[config.mk]
export PLATFORM = sky130hd
export DESIGN_NAME = seq_detector
export DESIGN_NICKNAME = d
export VERILOG_FILES = /design/src/rtl/seq_det_pkg.sv /design/src/rtl/sat_counter.sv /design/src/rtl/seq_detector.sv
export SDC_FILE = /design/constraint.sdc
export NUM_CORES = 1
export LEC_CHECK = 0
export CAP_MARGIN = 20
export CORE_MARGIN = 2
export CORE_UTILIZATION = 50
export DETAILED_ROUTE_END_ITERATION = 8
export HOLD_SLACK_MARGIN = 0.02
export PLACE_DENSITY = 0.91
export SYNTH_ARGS = -nofsm -noshare
export SYNTH_HDL_FRONTEND = slang
export SYNTH_HIERARCHICAL = 1
export SYNTH_SLANG_ARGS = --single-unit
[constraint.sdc]
create_clock -name clk -period 3.01 [get_ports clk]
set_input_delay 0.301 -clock clk [delete_from_list [all_inputs] [get_ports clk]]
set_output_delay 0.301 -clock clk [all_outputs]
set_load 0.01 [all_outputs]
[src/rtl/seq_det_pkg.sv]
// seq_det_pkg: shared defaults and state type for the serial pattern detector
package seq_det_pkg;
  localparam int DEF_PATTERN_LEN = 3;
  localparam int DEF_CNT_W = 8;
  localparam logic [DEF_PATTERN_LEN-1:0] DEF_RESET_PATTERN = 3'b101;
  typedef enum logic {FILLING, ARMED} det_state_e;
endpackage

[src/rtl/sat_counter.sv]
// sat_counter: saturating event counter with sticky saturation flag and clear
import seq_det_pkg::*;
module sat_counter #(
  parameter int CNT_W = DEF_CNT_W
) (
  input  logic             clk,
  input  logic             reset,
  input  logic             clr,
  input  logic             inc,
  output logic [CNT_W-1:0] count,
  output logic             sat
);
  logic [CNT_W-1:0] count_d, count_q;
  logic sat_d, sat_q;
  always_comb begin
    count_d = clr ? (inc ? CNT_W'(1) : '0) : (inc && !(&count_q)) ? count_q + 1'b1 : count_q;
    sat_d = !clr && (sat_q || (inc && (&count_q)));
  end
  always_ff @(posedge clk) begin
    if (reset) begin
      count_q <= '0;
      sat_q <= 1'b0;
    end else begin
      count_q <= count_d;
      sat_q <= sat_d;
    end
  end
  assign count = count_q;
  assign sat = sat_q;
endmodule

[src/rtl/seq_detector.sv]
// seq_detector: programmable serial bit-pattern detector with overlap control and match counter
import seq_det_pkg::*;
module seq_detector #(
  parameter int                     PATTERN_LEN   = DEF_PATTERN_LEN,
  parameter logic [PATTERN_LEN-1:0] RESET_PATTERN = PATTERN_LEN'(DEF_RESET_PATTERN),
  parameter int                     CNT_W         = DEF_CNT_W
) (
  input  logic                   clk,
  input  logic                   reset,
  input  logic                   data,
  input  logic                   data_valid,
  input  logic [PATTERN_LEN-1:0] pattern,
  input  logic                   pattern_load,
  input  logic                   overlap,
  input  logic                   count_clr,
  output logic                   out,
  output logic [CNT_W-1:0]       match_count,
  output logic                   count_sat
);
  localparam int FW = $clog2(PATTERN_LEN + 1);
  localparam logic [FW-1:0] FULL = FW'(PATTERN_LEN);
  logic [PATTERN_LEN-1:0] hist_d, hist_q, pat_d, pat_q, hist_nxt;
  logic [FW-1:0] fill_d, fill_q, fill_nxt;
  logic out_d, out_q, accept, match;
  det_state_e state;
  always_comb begin
    accept = data_valid && !pattern_load;
    state = (fill_q == FULL) ? ARMED : FILLING;
    hist_nxt = {hist_q[PATTERN_LEN-2:0], data};
    fill_nxt = (state == ARMED) ? FULL : fill_q + 1'b1;
    match = accept && (fill_nxt == FULL) && (hist_nxt == pat_q);
    pat_d = pattern_load ? pattern : pat_q;
    hist_d = pattern_load ? '0 : accept ? hist_nxt : hist_q;
    fill_d = pattern_load ? '0 : !accept ? fill_q : (match && !overlap) ? '0 : fill_nxt;
    out_d = match;
  end
  always_ff @(posedge clk) begin
    if (reset) begin
      hist_q <= '0;
      fill_q <= '0;
      pat_q <= RESET_PATTERN;
      out_q <= 1'b0;
    end else begin
      hist_q <= hist_d;
      fill_q <= fill_d;
      pat_q <= pat_d;
      out_q <= out_d;
    end
  end
  sat_counter #(.CNT_W(CNT_W)) u_cnt (
    .clk  (clk),
    .reset(reset),
    .clr  (count_clr),
    .inc  (match),
    .count(match_count),
    .sat  (count_sat)
  );
  assign out = out_q;
endmodule

-- Word level (Yosys, flattened, before mapping)
Cells that the tools add are included.
Widths: inputs -> output; s select.
- flip-flop bits (word level): 17
- bits in latches: 0
- RAM bits: 0
- memory bits (read-only): 0
- output and inout bits: 10
- logic and storage cells: 32
- memories: 0
- add/subtract/negate cells: 2
- multipliers: 0
- div/mod/pow operators: 0
- order comparisons: 0
- equality and inequality tests: 3
- shift operators: 0
- mux-type cells: 6
- bitwise gates (word level): 0
- reductions and logical operators: 15
- operators by type and width (cell ; number):
    $mux 8 ; 2
    $add 8x1->8 const B ; 1
    $reduce_and 8->1 ; 1
    $logic_and 1x1->1 ; 7
    $eq 2x2->1 const B ; 2
    $logic_not 1->1 ; 4
    $mux 2 ; 2
    $eq 3x3->1 ; 1
    $add 2x1->2 const B ; 1
    $mux 1 ; 2
    $reduce_bool 2->1 ; 1
    $reduce_or 2->1 ; 1
    $logic_or 1x1->1 ; 1

-- Logic depth before layout (Yosys ltp)
Gate-level depths: netlist of run 1.
- depth in word-level cells: 9
- mapped depth: 6
- mapped depth without buffers: 6

-- Modules after synthesis
Netlist of run 1, hierarchy kept.
- modules (own cells, without submodules) (module ; instances ; cells an instance ; area each (um^2) ; seq. area each (um^2)):
    sat_counter ; 1 ; 52 ; 481.7 ; 180.2
    seq_detector ; 1 ; 35 ; 360.3 ; 160.2

-- Worst setup path before layout of run 1
No wires, ideal clock.
- kind: input port to flip-flop
- start: input pattern_load
- end: register u_cnt.count_q[5] (netlist: u_cnt/count[5])
- setup time: 0.103 ns
- data arrival time: 1.577 ns
- required time: 2.907 ns
- path slack: 1.329 ns
- stages on the path: 6
- path buffers: 1
- cells stage by stage: buf_4 -> nand4b_1 -> nor2_1 -> and4_1 -> a31oi_1 -> a2111oi_2
- cells in the longest elaborated chain, start to end: 6
- RTL lines (what ; line ; RTL):
    start, declared ; seq_detector.sv:13 ; input logic pattern_load,
    $logic_not 1->1 ; seq_detector.sv:27 ; accept = data_valid && !pattern_load;
    $logic_and 1x1->1 ; seq_detector.sv:27 ;
    $logic_and 1x1->1 (2 in series) ; seq_detector.sv:31 ; match = accept && (fill_nxt == FULL) && (hist_nxt == pat_q);
    net match ; seq_detector.sv:24 ; logic out_d, out_q, accept, match;
    $logic_and 1x1->1 ; sat_counter.sv:16 ; count_d = clr ? (inc ? CNT_W'(1) : '0) : (inc && !(&count_q)) ? count_q + 1'b1 : count_q;
    $reduce_bool 2->1 (no source line) ; -- ;
    end signal, assigned ; sat_counter.sv:24 ; count_q <= count_d;
    end, declared ; sat_counter.sv:13 ; logic [CNT_W-1:0] count_d, count_q;
The timed path passes the listed nets, and every way through them passes these cells.
A chain may end at the register's enable or synchronous reset.

-- Final worst setup path of run 1
Ends and elaborated chain as after synthesis.

==> impl_metrics.json, run 1 <==
{
  "yosysTopAreaCellShare_pct": 40.4,
  "cts_made_buffers": 3,
  "slew_headroom_pct": 65.5,
  "netlist_area_um2": 842,
  "finClkSkew_ns": 0.00460,
  "die_w_um": 45.0,
  "clk_root_buffer_cell": "clkbuf_4",
  "drive_gt1_share_pct": 6.54,
  "route.detailed.drc": 0,
  "period_minus_slack_ns": 2.13,
  "fin_nets": 119,
  "dieArea_um2": 2030,
  "period_share_pct": 70.6,
  "port-buffer-count": 19,
  "cts_hold_buf": 0,
  "synth_largest_area_cell": "dfxtp_1",
  "core-area_um2": 1540,
  "cts_tree": "done",
  "io_pins": 20,
  "arrival_ns": 2.30,
  "rrSetupSlack_ns": 1.13,
  "finalMaxSlewViolations": 0,
  "ys_ff_latch": 17,
  "p_leak_nw": 0.395,
  "rsz0062_at_grt": "false",
  "cts-resized-gates": 0,
  "grt_antenna_before_repair": 0,
  "worstPathRequired_ns": 3.19,
  "vias": 756,
  "yosysUniqueCellTypes": 34,
  "gp_congestion": 0.839,
  "start_kind": "primary input",
  "hold_path.class": "flop to flop",
  "drtIter0Drc": 15,
  "detailed_place_hpwl_um": 1280,
  "syn-instance-count": 87,
  "wl_per_cell_um": 14.3,
  "critPathCaptureType": "flop",
  "grt_overflow": 0,
  "hold_end": "pat_q[1]",
  "reg2reg_depth": 6,
  "seq_area_frac_synth_pct": 40.4,
  "grt_util_all_layers_pct": 20.1,
  "synth_edf_count": 0,
  "start_util_pct": 54.6,
  "ant_nets": 0,
  "drt-vias-per-instance": 6.15,
  "htree_levels": 1,
  "ys.flop_type": "dfxtp_1",
  "multi_input_area_um2": 472,
  "num_antenna_cells": 0,
  "fillers": 127,
  "r2r_start": "pat_q[2]",
  "min_from": "pat_q[1]",
  "synth_area_leaders": "dfxtp_1 40%, mux2i_1 5.9%, nand4b_1 4.2%",
  "ys_warn_count": 6,
  "clk_pin_slew_ns": 0.09,
  "setup_viol": 0,
  "tightest_slew_ns": 0.515,
  "min_path_cells": 2,
  "routed_wl_um": 1750,
  "syn-num-nets": 98,
  "clk-insertion-delay-late_ns": 0.28,
  "die_y_um": 45.0,
  "num_rows": 14,
  "fin_hold_ws_ns": 0.535,
  "regArea_um2": 340,
  "path_class": "primary input to flop",
  "fin_setup_tns_ns": 0,
  "reg2reg_to": "u_cnt/count[5]",
  "cts_sinks": 17,
  "grt_pass1_wl_um": 2930,
  "cts_buffer_depth": 2,
  "post_cts_buffers": 0,
  "power_density_nw_per_um2": 360,
  "crit_fanout": 11,
  "irDropWorstVdd_uv": 324,
  "maxCapViolations": 0,
  "outcome": "finished, final reports clean",
  "area_delta_synth_final_pct": 25.0,
  "timing.fmax_mhz": 470,
  "async_reset_ff_share_pct": 0,
  "grt_max_degree": 15,
  "hold_viol": 0,
  "syn_avg_cell_area_um2": 9.68,
  "grt_pass1_vias": 647,
  "dr.pass1.iters": 4
}
==> layer usage <==
| metal | routed length [µm] | track usage (%) | up-vias |
|---|---|---|---|
| met4 | 13 | 5.88 | 0 |
| met3 | 100 | 6.00 | 2 |
| li1 | - | - | 383 |
| met2 | 814 | 29.4 | 26 |
| met5 | 0 | 0 | - |
| met1 | 824 | 28.6 | 345 |
==> worst max-delay path: stages <==
cell	delay, ns
clkdlybuf4s50_1	0.58
nand4b_1	0.28
nor2_1	0.37
and4_1	0.30
a31oi_1	0.11
a2111oi_2	0.35
==> flip-flops by register name (all words and copies together), names as in the netlist <==
signal and count:
u_cnt/count 8, pat_q 3, fill_q 2, hist_q 2, out 1, u_cnt/sat 1
==> power by group <==
part | switching, mW | internal (mW) | total (mW)
combinational | 0.0156 | 0.0197 | 0.0352
clock | 0.0612 | 0.0514 | 0.113
sequential | 0.00250 | 0.229 | 0.231
==> Yosys cell counts, types with 2 or more instances <==
master	number
a211o_1	2
nand2_1	7
a31oi_1	2
nor2_1	5
buf_4	2
xnor2_1	3
nor3_1	5
nor2b_1	2
mux2i_1	5
a21oi_1	4
nand4b_1	4
and4_1	3
a2111oi_2	2
nand2b_1	2
dfxtp_1	17
nand4_1	3
o21ai_0	2
==> worst max path at each step <==
stage / from / end / slack [ns] / cells past startpoint
after global routing: pattern_load / u_cnt/count[5] / 0.75 / 6
after floorplan: pattern_load / u_cnt/count[5] / 1.33 / 6
after CTS: pattern_load / u_cnt/count[5] / 0.92 / 6
after global placement: pattern_load / u_cnt/count[5] / 0.74 / 6
after detailed placement: pattern_load / u_cnt/count[5] / 0.65 / 6
final: pattern_load / u_cnt/count[5] / 0.88 / 6
==> kinds of logic (layout without fill, tap and decap cells) <==
logic type	Yosys count	count (layout)	share of synthesized area (%)
AOI/OAI and AO/OA	18	18	17.1
xor gates and xnor gates	3	3	3.12
adders and majority gates	1	1	1.49
buffers and inverters	4	24	3.57
DFF	17	17	40.4
muxes	5	5	5.94
and+or+nand+nor	39	39	28.4
==> placed cells by master (no fill, tap or decap), types with 2 or more instances in the layout <==
master,count
a2111oi_2,2
a211o_1,2
a21oi_1,4
a31oi_1,2
and4_1,3
clkbuf_4,3
clkdlybuf4s50_1,19
dfxtp_1,17
mux2i_1,5
nand2_1,7
nand2b_1,2
nand4_1,3
nand4b_1,4
nor2_1,5
nor2b_1,2
nor3_1,5
o21ai_0,2
xnor2_1,3
==> final cells by class <==
| class | instances | share of cell area (%) |
|---|---|---|
| sequential | 17 | 32.3 |
| multi-input combinational | 66 | 44.8 |
| clock buffer | 4 | 2.50 |
| inverter | 1 | 0.357 |
| timing repair buffer | 19 | 18.1 |
| tap | 16 | 1.90 |
==> stage by stage <==
stage / instances / util (%) / setup slack (ns) / total power, mW / area, µm²
2_1_floorplan: 87 / - / 1.33 / 0.255 / 842
3_3_place_gp: 119 / 66.6 / 0.736 / 0.271 / 1030
3_5_place_dp: 119 / 66.6 / 0.648 / 0.272 / 1030
4_1_cts: 123 / 68.3 / 0.921 / 0.387 / 1050
5_1_grt: 123 / 68.3 / 0.746 / 0.401 / 1050
6_report: 123 / 68.3 / 0.884 / 0.379 / 1050
No activity file was read; power rests on OpenSTA's default activity.
==> inputs of run 2 (changes only) <==
Settings changed: CORE_UTILIZATION 50 to 43, PLACE_DENSITY 0.91 to 0.84.
Clock period 3.01 ns to 1.8 ns, I/O delays scaled along.
==> run 2 against run 1 <==
  * Highest routed layer unchanged
  * Worst hold slack worse by 0.062 ns
  * Via count increased by 4.9%
  * Sequential power grew 68%
  * Clock skew increased by 0.0075 ns
  * Utilization decreased by 9.8 points
==> impl_metrics.json, run 2 (synthesis gave the netlist of run 1 again) <==
{
  "outcome": "finished, final reports clean",
  "cts_hold_buf": 0,
  "drtIter0Drc": 14,
  "period_minus_slack_ns": 1.62,
  "cts_tree": "done",
  "rsz0062_at_grt": "false",
  "grt_pass1_wl_um": 2900,
  "critPathCaptureType": "flop",
  "grt_antenna_before_repair": 0,
  "dr.pass1.iters": 4,
  "combPwrFrac_pct": 10.1,
  "hold_path.class": "primary input to flop",
  "num_antenna_cells": 0,
  "finalMaxSlewViolations": 0,
  "cts_made_buffers": 3,
  "final_common_cell": "clkdlybuf4s50_1",
  "maxCapViolations": 0,
  "power_density_nw_per_um2": 595,
  "gr-max-usage-layer": "met2",
  "die_w_um": 48.3,
  "ant_nets": 0,
  "finClkSkew_ns": 0.0121,
  "crit_fanout": 2,
  "largest_register_ff_count": 8,
  "wl_per_cell_um": 13.0,
  "arrival_ns": 1.82,
  "drt-vias-per-instance": 5.66,
  "final_cell_mix": "19 x clkdlybuf4s50_1, 17 x dfxtp_1, 7 x nand2_1, 6 x buf_4",
  "setup_viol": 0,
  "met3_usage_pct": 5.56,
  "power.total_uw": 662,
  "route.detailed.drc": 0,
  "vias": 793,
  "dieArea_um2": 2330,
  "htree_levels": 1,
  "io_pins": 20,
  "fin_area_um2": 1110,
  "routed_wl_um": 1820,
  "clk-insertion-delay-late_ns": 0.30,
  "globalRouteMet1Util_pct": 20.5,
  "cts-resized-gates": 0,
  "cts_sinks": 17,
  "clk_root_buffer_cell": "clkbuf_4",
  "num_rows": 16,
  "fin_nets": 125,
  "cts_buffer_depth": 2,
  "die_y_um": 48.3,
  "path_class": "flop to flop",
  "dpl_cell_area_um2": 1080,
  "start_util_pct": 44.3,
  "irDropWorstVdd_uv": 523,
  "period_share_pct": 90.0,
  "p_leak_nw": 0.426,
  "grt_util_all_layers_pct": 18.1,
  "post_cts_buffers": 0,
  "port-buffer-count": 19,
  "tightest_slew_ns": 0.325,
  "power.internal_uw": 507,
  "gp_congestion": 0.878,
  "drive_gt1_share_pct": 11.5,
  "p_sw_uw": 154,
  "sw_frac_of_total_pct": 23.3,
  "grt_max_degree": 11,
  "core-area_um2": 1900,
  "area_delta_synth_final_pct": 31.9,
  "worstPathRequired_ns": 2.00,
  "power_frac_clock_pct": 31.5,
  "grt_pass1_vias": 687,
  "p_seq_share_pct": 58.5,
  "hold_viol": 0,
  "slew_headroom_pct": 78.1,
  "clk_pin_slew_ns": 0.11,
  "detailed_place_hpwl_um": 1380,
  "start_kind": "flop",
  "timing.fmax_mhz": 617,
  "grt_overflow": 0,
  "grt_util_met2_pct": 32.6
}
## run 2: final timing paths
| check | start | end | slack (ns) | cells past startpoint |
|---|---|---|---|---|
| max | pat_q[2] | u_cnt/count[5] | 0.18 | 6 |
| min | pattern[0] | pat_q[0] | 0.47 | 2 |
| max reg2reg | pat_q[2] | u_cnt/count[5] | 0.18 | 6 |
| min reg2reg | u_cnt/count[1] | u_cnt/count[1] | 0.52 | 2 |
## run 2: critical path: stages, from the launching register on
cell	delay [ns]
dfxtp_1	0.33
xnor2_1	0.19
nand4b_1	0.15
nor2_1	0.15
and4_1	0.22
a31oi_1	0.12
a2111oi_2	0.37
## run 2: metal layers
| metal | vias up | part of all wire, % |
|---|---|---|
| met2 | 39 | 49 |
| met3 | 4 | 8.3 |
| met4 | 0 | 0.99 |
| li1 | 387 | - |
| met1 | 363 | 41 |
| met5 | - | 0 |
## run 2: through the flow
stage          setup TNS, ns  setup slack, ns  util [%]  std cells  hold WS (ns)
2_1_floorplan              0            0.161         -         87         0.249
3_3_place_gp               0           0.0489      57.0        136         0.499
3_5_place_dp         -0.0249          -0.0249      57.0        136         0.515
4_1_cts                    0            0.174      58.4        140         0.467
5_1_grt                    0           0.0139      58.4        140         0.484
6_report                   0            0.180      58.4        140         0.474
## run 2: final cells by class
type                       count  area [µm²]
clock buffer                   4        26.3
fill                         174         791
inverter                       1        3.75
multi-input combinational     66         472
sequential                    17         340
tap                           27        33.8
timing repair buffer          25         235
## run 2: power by group through the flow
stage | clock network [mW] | registers (mW) | logic, mW
finish | 0.208 | 0.387 | 0.0665
global route | 0.230 | 0.388 | 0.0735
CTS | 0.215 | 0.387 | 0.0668
detailed placement | 0 | 0.396 | 0.0668
global placement | 0 | 0.396 | 0.0645
floorplan | 0 | 0.395 | 0.0319
